[src/rtl/gray_pkg.sv]
// Shared types and helpers for the gray-sequence checker: FSM encoding and gray decode.
// Pure definitions, no state; no flow control.
package gray_pkg;

    localparam int GRAY_W = 5;

    typedef enum logic [1:0] {
        ST_IDLE    = 2'd0,
        ST_ACQUIRE = 2'd1,
        ST_LOCKED  = 2'd2,
        ST_ERROR   = 2'd3
    } state_t;

    function automatic logic [GRAY_W-1:0] gray2bin(input logic [GRAY_W-1:0] g);
        logic [GRAY_W-1:0] b;
        b[GRAY_W-1] = g[GRAY_W-1];
        for (int i = GRAY_W - 2; i >= 0; i--) begin
            b[i] = b[i+1] ^ g[i];
        end
        return b;
    endfunction

endpackage

[src/rtl/gray2bin_dec.sv]
// Combinational gray-to-binary decoder, WIDTH bits.
// Zero latency; no flow control.
module gray2bin_dec
    import gray_pkg::*;
#(
    parameter int WIDTH = GRAY_W
) (
    input  logic [WIDTH-1:0] gray_i,
    output logic [WIDTH-1:0] bin_o
);

    if (WIDTH == GRAY_W) begin : g_pkg
        assign bin_o = gray2bin(gray_i);
    end else begin : g_loop
        always_comb begin
            bin_o[WIDTH-1] = gray_i[WIDTH-1];
            for (int i = WIDTH - 2; i >= 0; i--) begin
                bin_o[i] = bin_o[i+1] ^ gray_i[i];
            end
        end
    end

endmodule

[src/rtl/verificador_gray_sync.sv]
// Checks that a registered gray stream advances by +1 per enabled cycle; lock FSM + error counter.
// One cycle from gray_in sample to bin_out/flags; enable=0 drops to IDLE, no backpressure.
module verificador_gray_sync
    import gray_pkg::*;
#(
    parameter int WIDTH    = GRAY_W,
    parameter int LOCK_CNT = 4,
    parameter int ERR_W    = 8
) (
    input  logic             clk,
    input  logic             reset,
    input  logic             enable,
    input  logic             clr_err,
    input  logic [WIDTH-1:0] gray_in,
    output logic [WIDTH-1:0] bin_out,
    output logic             bin_valid,
    output logic             locked,
    output logic             seq_err,
    output logic [ERR_W-1:0] err_count
);

    localparam int                CNT_W    = $clog2(LOCK_CNT + 1);
    localparam logic [CNT_W-1:0]  LOCK_VAL = CNT_W'(LOCK_CNT);
    localparam logic [ERR_W-1:0]  ERR_MAX  = '1;

    state_t             state_q, state_d;
    logic [WIDTH-1:0]   bin_out_q, bin_out_d;
    logic [WIDTH-1:0]   prev_bin_q, prev_bin_d;
    logic [CNT_W-1:0]   match_cnt_q, match_cnt_d;
    logic [ERR_W-1:0]   err_count_q, err_count_d;
    logic               bin_valid_q, bin_valid_d;
    logic               locked_q, locked_d;
    logic               seq_err_q, seq_err_d;

    logic [WIDTH-1:0]   dec_bin;
    logic [CNT_W-1:0]   cnt_inc;
    logic               match;

    gray2bin_dec #(.WIDTH(WIDTH)) u_dec (
        .gray_i (gray_in),
        .bin_o  (dec_bin)
    );

    // Natural WIDTH-bit wrap makes the all-ones -> zero step a valid increment.
    assign match   = (dec_bin == prev_bin_q + WIDTH'(1));
    assign cnt_inc = match_cnt_q + CNT_W'(1);

    always_comb begin
        state_d     = state_q;
        bin_out_d   = bin_out_q;
        bin_valid_d = bin_valid_q;
        locked_d    = locked_q;
        seq_err_d   = 1'b0;
        err_count_d = err_count_q;
        prev_bin_d  = prev_bin_q;
        match_cnt_d = match_cnt_q;

        if (!enable) begin
            state_d     = ST_IDLE;
            bin_valid_d = 1'b0;
            locked_d    = 1'b0;
            match_cnt_d = '0;
        end else begin
            bin_out_d   = dec_bin;
            bin_valid_d = 1'b1;
            prev_bin_d  = dec_bin;
            case (state_q)
                ST_IDLE: begin
                    state_d     = ST_ACQUIRE;
                    match_cnt_d = '0;
                    locked_d    = 1'b0;
                end
                ST_ACQUIRE: begin
                    if (match) begin
                        match_cnt_d = cnt_inc;
                        if (cnt_inc == LOCK_VAL) begin
                            state_d  = ST_LOCKED;
                            locked_d = 1'b1;
                        end
                    end else begin
                        match_cnt_d = '0;
                    end
                end
                ST_LOCKED: begin
                    if (!match) begin
                        state_d   = ST_ERROR;
                        seq_err_d = 1'b1;
                        locked_d  = 1'b0;
                        if (err_count_q != ERR_MAX) begin
                            err_count_d = err_count_q + ERR_W'(1);
                        end
                    end
                end
                ST_ERROR: begin
                    // The sample seen here only resynchronises prev_bin.
                    match_cnt_d = '0;
                    state_d     = ST_ACQUIRE;
                end
                default: state_d = ST_IDLE;
            endcase
        end

        if (clr_err) begin
            err_count_d = '0;
        end
    end

    always_ff @(posedge clk) begin
        if (reset) begin
            state_q     <= ST_IDLE;
            bin_out_q   <= '0;
            bin_valid_q <= 1'b0;
            locked_q    <= 1'b0;
            seq_err_q   <= 1'b0;
            err_count_q <= '0;
            prev_bin_q  <= '0;
            match_cnt_q <= '0;
        end else begin
            state_q     <= state_d;
            bin_out_q   <= bin_out_d;
            bin_valid_q <= bin_valid_d;
            locked_q    <= locked_d;
            seq_err_q   <= seq_err_d;
            err_count_q <= err_count_d;
            prev_bin_q  <= prev_bin_d;
            match_cnt_q <= match_cnt_d;
        end
    end

    assign bin_out   = bin_out_q;
    assign bin_valid = bin_valid_q;
    assign locked    = locked_q;
    assign seq_err   = seq_err_q;
    assign err_count = err_count_q;

endmodule

[config.mk]
export PLATFORM = sky130hd
export DESIGN_NAME = verificador_gray_sync
export DESIGN_NICKNAME = d
export VERILOG_FILES = /design/src/rtl/gray_pkg.sv /design/src/rtl/gray2bin_dec.sv /design/src/rtl/verificador_gray_sync.sv
export SDC_FILE = /design/constraint.sdc
export NUM_CORES = 1
export LEC_CHECK = 0
export CORE_ASPECT_RATIO = 1.2
export CORE_MARGIN = 5
export CORE_UTILIZATION = 34
export CTS_CLUSTER_SIZE = 28
export DETAILED_ROUTE_END_ITERATION = 10
export GPL_TIMING_DRIVEN = 0
export PLACE_DENSITY = 0.7
export SLEW_MARGIN = 25
export SYNTH_ARGS = -nofsm -noshare
export SYNTH_HDL_FRONTEND = slang
export SYNTH_SLANG_ARGS = --single-unit
[constraint.sdc]
create_clock -name clk -period 2.4 [get_ports clk]
set_input_delay 0.48 -clock clk [delete_from_list [all_inputs] [get_ports clk]]
set_output_delay 0.48 -clock clk [all_outputs]
set_load 0.01 [all_outputs]
# --- Yosys cells after proc, flatten, opt, wreduce, memory -nomap -nowiden ---
# Cells that the tools add are included.
totals:
  reg_bits: 21
  input_bits: 9
  output_inout_bits: 16
  elab_cells: 48
classes:
  add_sub_neg: 3
  n_eq_ne: 9
  mux: 12
  bitwise_logic: 7
  reduce_logical: 10
op_table:
  columns: ["cell", "n"]
  rows:
  - ["8-bit by 1-bit adder with 8-bit output (second input constant)", 1]
  - ["8-bit inequality test (second input constant)", 1]
  - ["4-bit AND reduction", 2]
  - ["2-bit two-way mux", 3]
  - ["2-bit inequality test (second input constant)", 3]
  - ["2-bit one-hot mux with 3 select lines", 1]
  - ["3-bit one-hot mux with 2 select lines", 1]
  - ["2-bit OR reduction", 3]
  - ["5-bit by 1-bit adder with 5-bit output (second input constant)", 1]
  - ["5-bit equality test", 1]
  - ["1-bit two-way mux", 5]
  - ["2-bit equality test (second input constant)", 2]
  - ["1-bit XOR", 4]
  - ["3-bit by 1-bit adder with 3-bit output (second input constant)", 1]
  - ["3-bit equality test (second input constant)", 1]
  - ["3-bit two-way mux", 1]
  - ["1-bit inverter", 3]
  - ["1-bit one-hot mux with 3 select lines", 1]
  - ["3-bit AND reduction", 1]
  - ["3-bit nonzero test", 1]
  - ["3-bit OR reduction", 1]
  - ["2-bit by 1-bit equality test with 1-bit output (second input constant)", 1]
  - ["2-bit logical NOT", 1]
  - ["2-bit nonzero test", 1]

# --- Logic depth before layout (Yosys ltp) ---
# Gate-level depths: netlist of run 1.
depth:
  ltp_word: 7
  depth_mapped: 8
  depth_no_buf: 7

# --- Hierarchy ---
# From an unflattened synthesis of run 1, not the netlist that was laid out.
hier_totals:
  hier_cells: 133
  hier_area_um2: 1226.2
by_module_without_submodules:
  columns: ["module", "instances", "cells_each", "area_each_um2", "seq_area_each_um2"]
  rows:
  - ["verificador_gray_sync", 1, 127, 1153.6, 420.4]
  - ["gray2bin_dec", 1, 6, 72.6, 0.0]

# --- Least setup slack after synthesis of run 1 ---
# OpenSTA, ideal clock, no wires.
synth_path:
  path_kind: "register -> register"
  startpoint: "register prev_bin_q[0]"
  endpoint: "register locked_q (netlist: locked)"
  setup_time_ns: 0.074
  arrival_ns: 2.232
  t_required_ns: 2.326
  setup_slack_ns: 0.093
  path_stages_with_launch: 8
  path_buffers: 0
  synth_period_minus_slack_ns: 2.307
  cell_sequence: "dfxtp_1 -> ha_1 -> or2_2 -> mux2i_1 -> a2bb2oi_2 -> or3_4 -> or4b_1 -> a31oi_1"
synth_via:
  elab_chain_cells: 4
  elab_cells_between_ends: 5
  classes_between: "add/sub: 1; eq/ne: 3; reduce/logical: 1"
synth_lines:
  columns: ["item", "line", "text"]
  rows:
  - ["start: declaration", "verificador_gray_sync.sv:28", "logic [WIDTH-1:0] prev_bin_q, prev_bin_d;"]
  - ["start signal: assignment", "verificador_gray_sync.sv:125", "prev_bin_q <= prev_bin_d;"]
  - ["5-bit by 1-bit adder with 5-bit output *", "verificador_gray_sync.sv:45", "assign match = (dec_bin == prev_bin_q + WIDTH'(1));"]
  - ["5-bit equality test *", "verificador_gray_sync.sv:45", null]
  - ["2-bit inequality test (no line)", null, null]
  - ["4-bit AND reduction (no line) *", null, null]
  - ["end signal: assignment", "verificador_gray_sync.sv:122", "locked_q <= locked_d;"]
  - ["end: declaration", "verificador_gray_sync.sv:32", "logic locked_q, locked_d;"]
# Mark *: on every way between the ends. The rest lies on a longest branch, timed or not.
# A chain may end at the register's enable or synchronous reset.

# --- Worst setup path in the final report of run 1 ---
layout_path:
  startpoint: "input port gray_in[0]"
  endpoint: "register locked_q (netlist: locked)"
layout_via:
  elab_chain_cells: 4
  elab_cells_between_ends: 5
  classes_between: "eq/ne: 3; bitwise: 1; reduce/logical: 1"
layout_lines:
  columns: ["item", "line", "text"]
  rows:
  - ["start: declaration", "verificador_gray_sync.sv:14", "input logic [WIDTH-1:0] gray_in,"]
  - ["1-bit XOR *", "gray_pkg.sv:18", "b[i] = b[i+1] ^ g[i];"]
  - ["5-bit equality test *", "verificador_gray_sync.sv:45", null]
  - ["2-bit inequality test (no line)", null, null]
  - ["4-bit AND reduction (no line) *", null, null]
# Marks and branches as above.

==> results.md, run 1 <==
* Status: completed
* Filler cells at 335
* Total number of vias at 1097
* Tightest Hold Check Type: in -> reg
* Flop-to-flop setup slack at 0.08 ns
* Startpoint types: input pin
* Worst Setup SP: gray_in[0]
* Share of cells above drive strength 1 at 15.8%
* Post-synthesis async set-or-reset flop share at 0%
* Layout Nets at 184
* Total negative slack at 0 ns
* Avg WL per Cell at 13.7 um
* Adder-cell share of the synthesized area at 9.10%
* Finished Layout Cells at 204
* Area delta synth->final at 32.0%
* Die area at 0.00495 mm^2
* Clock Latency Late Sink at 0.26 ns
* First-pass GRT wire length at 4.68 mm
* Reg-to-Reg Start: prev_bin_q[0]
* H-tree depth at 1
* Register area at 425 um^2
* Synth Area in XOR/XNOR at 9.50%
* Hold Path Depth at 2
* GPL Wtd Cong at 0.752
* Post-synth cell types at 42
* CTS root buffer: clkbuf_8
* Ys flop type: dfxtp_1
* CTS tree: yes
* TritonCTS buffer count at 3
* Clk pin slew, worst setup/hold paths at 0.08 ns
* Yosys warns at 0
* Simple-Gate Fraction of Synth Area at 24.6%
* Main combinational cell family by area after synthesis: simple AND/OR/NAND/NOR gates
* Slew Limit Headroom at 63.7%
* Routed WL at 2.80 mm
* Max Cap Violations at 0
* DRT antenna net count at 0
* Syn nets at 155
* Final cell utilization of the core at 45.7%
* Crit Path Max Fanout at 6
* # IOs at 25
* Final Max Tran Viols at 0
* Max Clock Freq at 430 MHz
* Hold EP: prev_bin_q[1]
* Critical hold path startpoint: enable
* Crit path DAT at 2.52 ns
* Post-Syn Area per Cell at 9.03 um^2
* Crit Path Category: in -> reg
* Power per cell area at 503 mW/mm^2
* Die Span X at 65.1 um
* Footprint of the multi-input gates at 846 um^2
* Compound-Gate Fraction of Synth Area at 15.0%
* Register area share after synthesis at 34.0%
* Port bufs at 22
* Worst Setup End Kind: flip-flop
* Final hold vios at 0
* Dpl hpwl at 2.06 mm
* Placed insts at 198
* FF-to-FF End: locked
* Multiplexer share of the synthesized area at 4.85%
* Drt first pass iters at 4
* Critical path required time at 2.59 ns
* Number of global-route vias before repair at 1055
* Core Region at 0.00357 mm^2
* Power Total at 821 uW
* Synth Cell Area at 0.00124 mm^2
* Crit share post-route at 97.0%
* Final setup viols at 0
* Post-synth EDFFs at 0
* DR DRC count at 0
* Initial DRC Count at 30
* DR vias/cell at 5.38
* Static Leak at 0.000627 uW
* # clock sinks at 21
* Least-Margin Pin Slew at 0.539 ns
* WHS at 0.486 ns
* Total grt overflow at 0
* Worst Skew at 0.00263 ns
* Worst r2r path cells at 7
* Synth Instances at 137
* Initial antenna violation count at 0
* Peak supply drop at 0.179 mV
* Min cycle time layout at 2.33 ns
* Initial Util at 34.6%
* FP Rows at 24
* CTS max path bufs at 2
* Inserted Diodes at 0
* Global-route usage over all layers at 11.6%
* Die H at 76.1 um
* Largest net degree at the start of global routing at 12
* Synthesized flop and latch total at 21
==> worst max-delay path by stage <==
stage               slack [ns]  endpoint
global placement         -0.55    locked
global route            -0.005    locked
finish                    0.07    locked
floorplan                 0.09    locked
CTS                       0.03    locked
detailed placement       -0.56    locked
==> synthesized netlist by cell type, types with 2 or more instances <==
master    number  area [um^2]
dfxtp_1       21          420
nand2_1       11         41.3
nor2_1        10         37.5
ha_1           9          113
a21oi_1        7         35.0
o21ai_0        7         35.0
mux2i_1        6         60.1
nand3_1        6         30.0
xnor2_1        6         52.6
inv_1          5         18.8
a211oi_1       4         30.0
clkbuf_1       3         11.3
nor2b_1        3         18.8
a31oi_1        2         12.5
and2_1         2         12.5
nand2b_1       2         12.5
nor3_1         2         10.0
nor3b_1        2         15.0
o211ai_1       2         15.0
or2_2          2         12.5
or3_1          2         12.5
or4_1          2         15.0
xor2_1         2         17.5
==> power by group <==
group	total, uW	internal [uW]	leakage, uW	switching (uW)
clock network	239	118	0.0000228	121
logic	205	109	0.000432	96.4
registers	377	361	0.000172	15.7
total	821	588	0.000627	233
==> state kept, by name (all words and copies together), names as in the netlist <==
register	cells
err_count	8
locked	1
match_cnt_q	3
prev_bin_q	5
bin_valid	1
seq_err	1
state_q	2
==> kinds of logic (layout without fill, tap and decap cells) <==
logic type | after synthesis | count (layout)
buffers and inverters | 9 | 37
XOR/XNOR | 10 | 10
AO/OA/AOI/OAI | 28 | 28
flip-flops | 21 | 21
adder cells (fa/ha/maj) | 9 | 9
AND/OR/NAND/NOR | 54 | 54
multiplexers | 6 | 6
==> worst max-delay path, cell delays in order <==
cell           delay [ns]
dlygate4sd2_1        0.28
xnor2_2              0.29
mux2i_4              0.31
a2bb2oi_4            0.10
or3_4                0.39
or4b_4               0.48
a31oi_1              0.18
==> cell usage in the layout, fill, tap and decap left out, types with 3 or more instances in the layout <==
master	Yosys	layout
clkbuf_1	3	3
o21ai_0	7	7
mux2i_1	6	4
xnor2_1	6	4
dfxtp_1	21	19
nand3_1	6	6
buf_4	1	3
inv_1	5	5
nor2b_1	3	3
ha_1	9	8
a211oi_1	4	4
nand2_1	11	11
dlygate4sd2_1	0	5
clkbuf_8	0	3
clkdlybuf4s50_1	0	17
a21oi_1	7	7
nor2_1	10	9
==> what timing repair did <==
action,in CTS,in global routing
endpoints found under the setup margin,10,4
resized for setup,14,6
setup buffers,1,1
cloned,0,0
pin swaps,5,4
hold buffers,0,0
==> area by class of cell <==
class,instances,area share (%)
clock buffer,4,2.76
tap,39,2.99
sequential,21,26.1
inverter,5,1.15
multi-input combinational,107,51.8
buffer,4,1.23
timing repair buffer,24,14.0
==> through the flow <==
step                      instance area (um^2)  worst slack (ns)
after floorplan                           1240            0.0934
after global placement                    1510            -0.547
after detailed placement                  1510            -0.560
after CTS                                 1610            0.0274
after global routing                      1630          -0.00530
final                                     1630            0.0720
==> metal layers <==
layer	track usage [%]	wire [um]	vias up
li1	-	-	542
met1	13.4	1180	531
met2	20.4	1460	19
met3	2.51	111	5
met4	4.36	50	0
met5	0	0	-
Power figures use the tool's default switching activity.
==> run 2: changes to the inputs <==
- MAX_ROUTING_LAYER: unset -> met4
==> results.md, run 2 (synthesis gave the netlist of run 1 again) <==
* Met1 WL at 1.18 mm (+0.43%)
* DR vias/cell at 5.38 (unchanged)
* DRT antenna net count at 0 (unchanged)
* Crit share post-route at 97.0% (about the same)
* Port bufs at 22 (unchanged)
* Total number of vias at 1097 (unchanged)
* Reg-to-Reg Start: prev_bin_q[0]
* Status: completed
* Power per cell area at 502 mW/mm^2 (-0.16%)
* CTS tree: yes
* Most common cell after layout, fill and taps aside: dfxtp_1
* Total grt overflow at 0 (unchanged)
* Startpoint types: input pin
* Area delta synth->final at 32.0% (unchanged)
* Slowest CP cell: or4b_4
* Placed Area at 0.00151 mm^2 (unchanged)
* Drt first pass iters at 4 (unchanged)
* First-pass GRT wire length at 4.68 mm (unchanged)
* DR DRC count at 0 (unchanged)
* Worst Skew at 0.00286 ns (+0.000231 ns)
* Number of global-route vias before repair at 1055 (unchanged)
* Clk pin slew, worst setup/hold paths at 0.08 ns (about the same)
* Inserted Diodes at 0 (unchanged)
* Core Region at 0.00357 mm^2 (unchanged)
* Largest net degree at the start of global routing at 12 (unchanged)
* Crit Path Category: in -> reg
* CTS max path bufs at 2 (unchanged)
* TritonCTS buffer count at 3 (unchanged)
* Final cell utilization of the core at 45.7% (unchanged)
* Footprint of the multi-input gates at 846 um^2 (unchanged)
* Worst path cell trace: dlygate4sd2_1 -> xnor2_2 -> mux2i_4 -> a2bb2oi_4 -> or3_4 -> or4b_4 -> a31oi_1
* Placed insts at 198 (unchanged)
* FP Rows at 24 (unchanged)
* Die H at 76.1 um (unchanged)
* Dpl hpwl at 2.06 mm (unchanged)
* Share of cells above drive strength 1 at 15.8% (unchanged)
* Layout Nets at 184 (unchanged)
* Power Total at 820 uW (-0.16%)
* Initial antenna violation count at 0 (unchanged)
* Die Span X at 65.1 um (unchanged)
* Final Cell Area at 0.00163 mm^2 (unchanged)
* Peak supply drop at 0.179 mV (about the same)
* Initial Util at 34.6% (unchanged)
* Register area at 425 um^2 (unchanged)
* Crit Path Max Fanout at 6 (unchanged)
* Initial DRC Count at 30 (unchanged)
* Min cycle time layout at 2.33 ns (-0.0000629 ns)
* Worst r2r path cells at 7 (unchanged)
* Metal2 WL at 1.46 mm (-0.41%)
* Flop-to-flop setup slack at 0.08 ns (about the same)
* Hold buffers post-CTS at 0 (unchanged)
* Clock Latency Late Sink at 0.26 ns (about the same)
* Filler cells at 335 (unchanged)
* Static Leak at 0.000627 uW (unchanged)
* GPL Wtd Cong at 0.761 (+1.3%)
* Final Max Tran Viols at 0 (unchanged)
* # IOs at 25 (unchanged)
* Crit path DAT at 2.52 ns (about the same)
* Avg WL per Cell at 13.7 um (-0.21%)
* H-tree depth at 1 (unchanged)
* Critical hold path startpoint: enable
* CTS root buffer: clkbuf_8
* Critical path required time at 2.59 ns (about the same)
* Met3 wire length at 110 um (-0.90%)
* CP max stage delay at 0.48 ns (about the same)
* Final setup viols at 0 (unchanged)
* FF-to-FF End: locked
* Tightest Hold Check Type: in -> reg
* Max Cap Violations at 0 (unchanged)
* Global-route usage over all layers at 11.9% (+0.31 points)
* Final hold vios at 0 (unchanged)
* Finished Layout Cells at 204 (unchanged)
* Die area at 0.00495 mm^2 (unchanged)
* Hold Path Depth at 2 (unchanged)
* Top routing layer used: met4
* # clock sinks at 21 (unchanged)
* Slew Limit Headroom at 63.7% (unchanged)
* Total negative slack at 0 ns (unchanged)
* Worst Setup End Kind: flip-flop
* Most frequent cells in the layout: dfxtp_1 (19), clkdlybuf4s50_1 (17), nand2_1 (11), nor2_1 (9), ha_1 (8)
* Least-Margin Pin Slew at 0.539 ns (unchanged)
* Routed WL at 2.80 mm (-0.21%)
* Max Clock Freq at 430 MHz (about the same)
* Hold EP: prev_bin_q[1]
* Max reg flops at 8 (unchanged)
## run 2: cell counts in the layout (fill, tap and decap cells not counted)
No cell type changed its count.
## run 2: area by class of cell
cell class | instances | area share (%)
multi-input combinational | 107 | 51.8
sequential | 21 | 26.1
timing repair buffer | 24 | 14.0
tap | 39 | 2.99
clock buffer | 4 | 2.76
buffer | 4 | 1.23
inverter | 5 | 1.15
## run 2: layer usage
metal,vias up,global-route usage [%]
li1,542,-
met1,531,13.4
met2,19,20.4
met3,5,2.51
met4,0,4.36
met5,-,-
## run 2: how the worst max path moves through the flow
stage,startpoint,endpoint,slack (ns),cells past startpoint
2_1_floorplan,prev_bin_q[0],locked,0.09,7
3_3_place_gp,gray_in[4],locked,-0.55,7
3_5_place_dp,gray_in[4],locked,-0.56,7
4_1_cts,prev_bin_q[1],locked,0.03,7
5_1_grt,prev_bin_q[0],locked,-0.005,7
6_report,gray_in[0],locked,0.07,7
## run 2: power by group
part	switching (uW)	internal, uW
sequential	15.7	361
clock	120	118
combinational	96.3	109
## run 2: what timing repair did
item | in CTS | in global routing
pin swaps | 5 | 4
resized for setup | 14 | 6
endpoints found under the setup margin | 10 | 4
setup buffers | 1 | 1
## run 2: worst max-delay path: cells and delay by family
| family | cells | cell delay (ns) |
|---|---|---|
| AO/OA/AOI/OAI | 2 | 0.28 |
| XOR/XNOR | 1 | 0.29 |
| buffers and inverters | 1 | 0.28 |
| multiplexers | 1 | 0.31 |
| AND/OR/NAND/NOR | 2 | 0.87 |
## run 2: stage by stage
step	setup WS, ns	hold WS [ns]
after detailed placement	-0.560	0.482
after global routing	-0.00530	0.494
after floorplan	0.0934	0.461
final	0.0721	0.488
after CTS	0.0274	0.484
after global placement	-0.547	0.474
